<file path="config.mk">
export PLATFORM = sky130hd
export DESIGN_NAME = fp16_operand_packer
export DESIGN_NICKNAME = d
export VERILOG_FILES = /design/src/rtl/fp16_operand_packer.sv
export SDC_FILE = /design/constraint.sdc
export NUM_CORES = 1
export LEC_CHECK = 0
export BUFFER_PORTS_ARGS = -buffer_cell sky130_fd_sc_hd__buf_2
export CORE_MARGIN = 1
export CORE_UTILIZATION = 61
export CTS_CLUSTER_SIZE = 24
export DETAILED_ROUTE_END_ITERATION = 12
export PLACE_DENSITY = 0.84
export RECOVER_POWER = 100
export SKIP_CTS_REPAIR_TIMING = 1
export SYNTH_ARGS = -nofsm -noshare
export SYNTH_HDL_FRONTEND = slang
export SYNTH_SLANG_ARGS = --single-unit
export TNS_END_PERCENT = 20
</file>
<file path="constraint.sdc">
create_clock -name i_clk -period 4.1 [get_ports i_clk]
set_input_delay 0.82 -clock i_clk [delete_from_list [all_inputs] [get_ports i_clk]]
set_output_delay 0.82 -clock i_clk [all_outputs]
set_load 0.01 [all_outputs]
</file>
<file path="src/rtl/fp16_operand_packer.sv">
// Packs a little-endian byte stream into a pair of FP16 operands (A then B).
// Partial frames are dropped after TIMEOUT idle cycles so a lost byte cannot misalign later pairs.
module fp16_operand_packer #(
    parameter int TIMEOUT = 1000,
    parameter int CNT_W   = 20
) (
    input  logic        i_clk,
    input  logic        i_rst_n,
    input  logic [7:0]  i_byte,
    input  logic        i_byte_vld,
    output logic [15:0] o_a,
    output logic [15:0] o_b,
    output logic        o_vld,
    input  logic        i_rdy,
    output logic        o_busy,
    output logic        o_overrun,
    output logic        o_timeout
);

    typedef enum logic [2:0] {
        A_LO = 3'd0,
        A_HI = 3'd1,
        B_LO = 3'd2,
        B_HI = 3'd3,
        HOLD = 3'd4
    } state_t;

    localparam logic [CNT_W-1:0] CNT_LAST = CNT_W'(TIMEOUT - 1);

    state_t           state_q, state_d;
    logic [CNT_W-1:0] cnt_q, cnt_d;
    logic [7:0]       a_lo_q, a_lo_d;
    logic [7:0]       a_hi_q, a_hi_d;
    logic [7:0]       b_lo_q, b_lo_d;
    logic [15:0]      a_q, a_d;
    logic [15:0]      b_q, b_d;
    logic             overrun_q, overrun_d;
    logic             timeout_q, timeout_d;
    logic             busy;

    assign busy = (state_q == A_HI) || (state_q == B_LO) || (state_q == B_HI);

    always_comb begin
        state_d   = state_q;
        cnt_d     = '0;
        a_lo_d    = a_lo_q;
        a_hi_d    = a_hi_q;
        b_lo_d    = b_lo_q;
        a_d       = a_q;
        b_d       = b_q;
        overrun_d = 1'b0;
        timeout_d = 1'b0;

        case (state_q)
            A_LO: begin
                if (i_byte_vld) begin
                    a_lo_d  = i_byte;
                    state_d = A_HI;
                end
            end
            A_HI: begin
                if (i_byte_vld) begin
                    a_hi_d  = i_byte;
                    state_d = B_LO;
                end
            end
            B_LO: begin
                if (i_byte_vld) begin
                    b_lo_d  = i_byte;
                    state_d = B_HI;
                end
            end
            B_HI: begin
                if (i_byte_vld) begin
                    a_d     = {a_hi_q, a_lo_q};
                    b_d     = {i_byte, b_lo_q};
                    state_d = HOLD;
                end
            end
            HOLD: begin
                // Bytes are never buffered here, even in the transfer cycle.
                overrun_d = i_byte_vld;
                if (i_rdy) begin
                    state_d = A_LO;
                end
            end
            default: state_d = A_LO;
        endcase

        // Idle gap inside a frame: count, and abandon the frame once the gap is too long.
        if (busy && !i_byte_vld) begin
            if (cnt_q == CNT_LAST) begin
                state_d   = A_LO;
                timeout_d = 1'b1;
            end else begin
                cnt_d = cnt_q + 1'b1;
            end
        end
    end

    always_ff @(posedge i_clk or negedge i_rst_n) begin
        if (!i_rst_n) begin
            state_q   <= A_LO;
            cnt_q     <= '0;
            a_lo_q    <= '0;
            a_hi_q    <= '0;
            b_lo_q    <= '0;
            a_q       <= '0;
            b_q       <= '0;
            overrun_q <= 1'b0;
            timeout_q <= 1'b0;
        end else begin
            state_q   <= state_d;
            cnt_q     <= cnt_d;
            a_lo_q    <= a_lo_d;
            a_hi_q    <= a_hi_d;
            b_lo_q    <= b_lo_d;
            a_q       <= a_d;
            b_q       <= b_d;
            overrun_q <= overrun_d;
            timeout_q <= timeout_d;
        end
    end

    assign o_a       = a_q;
    assign o_b       = b_q;
    assign o_vld     = (state_q == HOLD);
    assign o_busy    = busy;
    assign o_overrun = overrun_q;
    assign o_timeout = timeout_q;

endmodule

</file>
### Yosys cells after proc, flatten, opt, wreduce, memory -nomap -nowiden

Index checks and enable logic that the tools add are counted.

| operators by class | value |
|---|---|
| add/sub/neg operators | 1 |
| mux-type cells | 13 |
| equal/unequal tests | 5 |
| reduce and logical (&&, ||, !) cells | 9 |

Operator list:

| cell | number |
|---|---|
| 20-bit 2-to-1 mux | 2 |
| 3-bit 2-to-1 mux | 7 |
| 20-bit by 1-bit adder with 20-bit output (second input constant) | 1 |
| 20-bit by 10-bit == test with 1-bit output (second input constant) | 1 |
| 3-bit one-hot mux with 5 select lines | 1 |
| 2-bit AND reduction | 4 |
| 3-bit by 2-bit == test with 1-bit output (second input constant) | 2 |
| 3-bit by 1-bit == test with 1-bit output (second input constant) | 1 |
| 3-bit == test (second input constant) | 1 |
| 3-bit zero test | 1 |
| 1-bit 2-to-1 mux | 3 |
| 1-bit logical OR | 2 |
| 1-bit logical AND | 1 |
| 1-bit zero test | 1 |

| word-level totals | value |
|---|---|
| register bits after elaboration | 81 |
| output and inout port bits | 36 |

### Longest topological paths before layout

| depth | value |
|---|---|
| word-level depth | 5 |
| mapped depth | 6 |
| depth with buffers taken out | 5 |

### Least setup slack after synthesis

No wires, ideal clock.

| timing path | value |
|---|---|
| path type | input to register |
| from | input port i_byte_vld |
| to | register a_hi_q[0] |
| setup time | 0.125 ns |
| data required time | 3.975 ns |
| arrival time | 1.737 ns |
| stages on the path | 4 |
| slack | 2.238 ns |
| cell sequence | nor2b_1 > nand2_1 > nor2_2 > mux2_2 |

| on the way | value |
|---|---|
| cells in the longest elaborated chain, start to end | 1 |

Ends and longest elaborated chain:

| what | line | text |
|---|---|---|
| start, declared | 10 | `input logic i_byte_vld,` |
| 2-bit AND reduction (no line) | n/a |  |
| end signal, assigned | 116 | `a_hi_q <= a_hi_d;` |
| end, declared | 33 | `logic [7:0] a_hi_q, a_hi_d;` |

No other way between the ends.
A chain may end at the register's enable or synchronous reset.

### Final worst setup path

| timing path | value |
|---|---|
| from | input port i_byte_vld |
| to | register b_q[5] (netlist: o_b[5]) |

| on the way | value |
|---|---|
| cells in the longest elaborated chain, start to end | 1 |

Ends and longest elaborated chain:

| what | line | text |
|---|---|---|
| 2-bit AND reduction (no line) | n/a |  |
| end signal, assigned | 109 | `b_q <= '0;` |
| end signal, assigned | 119 | `b_q <= b_d;` |
| end, declared | 36 | `logic [15:0] b_q, b_d;` |

No other way between the ends.

==> impl_metrics.toml <==
[timing]
tightestPinTransition_ns = 1.93
fin_worst_skew_ns = 0.00985
hold_viol_final = 0
rsz0062_at_grt = "false"
max_clock_freq_ghz = 0.344
finalSetupViolations = 0
finalCriticalPeriod_ns = 2.91
fin_crit_sh_pct = 71.0
fin_ws_ns = 1.19
tns_ns = 0
drv_slew = 132
slew_headroom_pct = -28.8

[detailed_routing]
wire_per_inst_um = 15.8
totalWireLength_um = 5890
vias = 2058
detail_route.vias_per_cell = 5.52
drc = 0
drt_iter0_markers = 122
ant_nets = 0
drt-pass1-iter-count = 4

[pwr]
powerDensity_mw_per_mm2 = 717
leakagePower_nw = 1.58
ir_worst_vdd_mv = 0.449

[clock_tree]
clock_sinks = 81
htree_levels = 3
cts_tree = "yes"
cts-root-buf = "clkbuf_8"
cts_max_path_buffers = 2
clk_latency_ns = 0.35
cts_buffers = 9
path_clk_slew_ns = 0.08

[floorplan]
dieArea_mm2 = 0.00580
io_pins = 48
coreArea_mm2 = 0.00520
die_h_um = 76.1
die_w_um = 76.1
start_util_pct = 64.4
row_count = 26

[global_route]
grt_antenna_before_repair = 0
grt_pass1_wl_um = 10000
grt_max_degree = 82
grt_pass1_vias = 2109
grt_util_all_layers_pct = 22.6
grt_overflow_total = 0

[run_status]
status = "finished, violations left"
violations = "max-capacitance violations, max-slew violations"

[worst_setup_path]
cp.required_ns = 4.32
worstPathArrival_ns = 3.13
slowest_delay_ns = 1.10
worst_path_max_delay_cell = "nand3_1"
cp_max_fo = 33
end_kind = "flip-flop"
worstPathCellList = "clkbuf_1 > nor2b_1 > nand3_1 > mux2_1"
critPathLaunchType = "input port"
worstSetupPathType = "input port to flip-flop"

[synthesis]
syn_area_mm2 = 0.00335
syn_avg_cell_area_um2 = 13.6
syn_nets = 260
ys_seq_area_share_pct = 60.5
yosys_warnings = 0
synth_cells = 247
synth_cell_type_count = 37
ys_ff_latch = 81

[placed_design]
gp_congestion = 0.783
placed_cells = 357
dp_hpwl_um = 3880
pre_cts_ws_ns = 1.49
postPlaceCellArea_mm2 = 0.00364
portBuffers = 47

[run]
maxCapViolCount = 3

[layout]
final_area_mm2 = 0.00377
fin_cells = 373
layout.nets = 311
drive_gt1_share_pct = 27.1
syn_to_final_growth_pct = 12.4
utilization_pct = 72.4
n_antenna_cell = 0

[hold_path]
hold_class = "flip-flop to flip-flop"
-- routing by layer --
metal / wire length, um / global-route usage (%)
met5: 0 / 0
met4: 121 / 11.7
met3: 180 / 3.59
met2: 2850 / 34.7
met1: 2740 / 31.4
-- stage by stage --
stage / total power, mW / hold WS, ns
after floorplan: 1.79 / 0.477
after global placement: 2.03 / 0.482
after detailed placement: 2.09 / 0.489
after CTS: 2.77 / 0.508
after global routing: 2.86 / 0.508
final: 2.70 / 0.496
-- worst paths after layout --
kind,startpoint,to,cells past startpoint,slack [ns]
max,i_byte_vld,o_b[5]$_DFFE_PN0P_,4,1.19
min,cnt_q[0]$_DFF_PN0_,cnt_q[0]$_DFF_PN0_,1,0.50
max reg2reg,state_q[2]$_DFF_PN0_,o_b[5]$_DFFE_PN0P_,3,1.42
min reg2reg,cnt_q[0]$_DFF_PN0_,cnt_q[0]$_DFF_PN0_,1,0.50
max in group asynchronous,i_rst_n,cnt_q[6]$_DFF_PN0_,1,1.95
min in group asynchronous,i_rst_n,a_lo_q[4]$_DFFE_PN0P_,1,1.00
-- worst max-delay path, delay by kind of cell --
family / cells / cell delay, ns
AND/OR/NAND/NOR: 2 / 1.35
buffers and inverters: 1 / 0.18
multiplexers: 1 / 0.76
-- sequential cells by signal, indices dropped and copies added (netlist names) --
signal	cells
cnt_q	20
o_a	16
o_b	16
a_hi_q	8
a_lo_q	8
b_lo_q	8
state_q	3
o_overrun	1
o_timeout	1
-- cells in the final DEF (no fill, tap or decap), drive strengths merged --
cell type	Yosys	layout
a31oi	1	1
nand2	5	5
nand4b	2	2
nor2b	1	1
buf	6	9
o21ai	4	4
and2	3	3
a31o	1	1
mux2	56	56
dfrtp	81	81
clkbuf	1	49
clkinv	0	2
nor4	7	7
nor4b	1	1
and3	2	2
a21oi	2	2
nor2	24	24
nor3	10	10
nand4	5	5
xor2	2	2
inv	7	7
and3b	1	1
a211oi	1	1
nand3	7	7
bufinv	0	3
ha	1	1
xnor2	13	13
and4	1	1
mux2i	1	1
or3	1	1
-- logic make-up after synthesis --
| group | share of synthesized area (%) |
|---|---|
| compound gates | 1.68 |
| mux | 19.1 |
| flops | 60.5 |
| fa+ha+maj | 0.373 |
| simple gates | 12.6 |
| xor+xnor | 3.92 |
| buf+inv | 1.87 |
-- synth_stat cells --
cell | number | share of area (%)
dfrtp_1 | 81 | 60
mux2_2 | 56 | 19
nor2_1 | 23 | 2.6
xnor2_1 | 13 | 3.4
nor3_1 | 8 | 1.2
inv_1 | 7 | 0.78
buf_2 | 5 | 0.75
nand2_1 | 5 | 0.56
nand3_1 | 5 | 0.75
nor4_1 | 5 | 0.93
and2_1 | 3 | 0.56
nand4_1 | 3 | 0.56
o21ai_0 | 3 | 0.45
a21oi_1 | 2 | 0.30
and3_1 | 2 | 0.37
nand3_2 | 2 | 0.60
nand4b_1 | 2 | 0.52
nor3_2 | 2 | 0.60
xor2_1 | 2 | 0.52
a211oi_1 | 1 | 0.22
a31o_2 | 1 | 0.26
a31oi_1 | 1 | 0.19
and3b_1 | 1 | 0.26
and4_1 | 1 | 0.26
buf_4 | 1 | 0.22
clkbuf_1 | 1 | 0.11
ha_1 | 1 | 0.37
mux2i_1 | 1 | 0.30
nand4_2 | 1 | 0.37
nand4_4 | 1 | 0.63
nor2_2 | 1 | 0.19
nor2b_1 | 1 | 0.19
nor4_2 | 1 | 0.37
nor4_4 | 1 | 0.63
nor4b_1 | 1 | 0.26
o21ai_2 | 1 | 0.26
or3_1 | 1 | 0.19
-- power by group --
part,internal [mW],leakage [nW],switching (mW)
sequential,1.10,1.01,0.171
combinational,0.382,0.451,0.365
clock,0.405,0.118,0.276
total,1.89,1.58,0.812
-- area by class of cell --
class,instances,area (um2)
fill,398,1440
clock inverter,5,104
multi-input combinational,152,1200
clock buffer,11,131
timing repair buffer,47,189
inverter,7,26.3
sequential,81,2030
tap,70,87.6
Power figures use the tool's default switching activity.
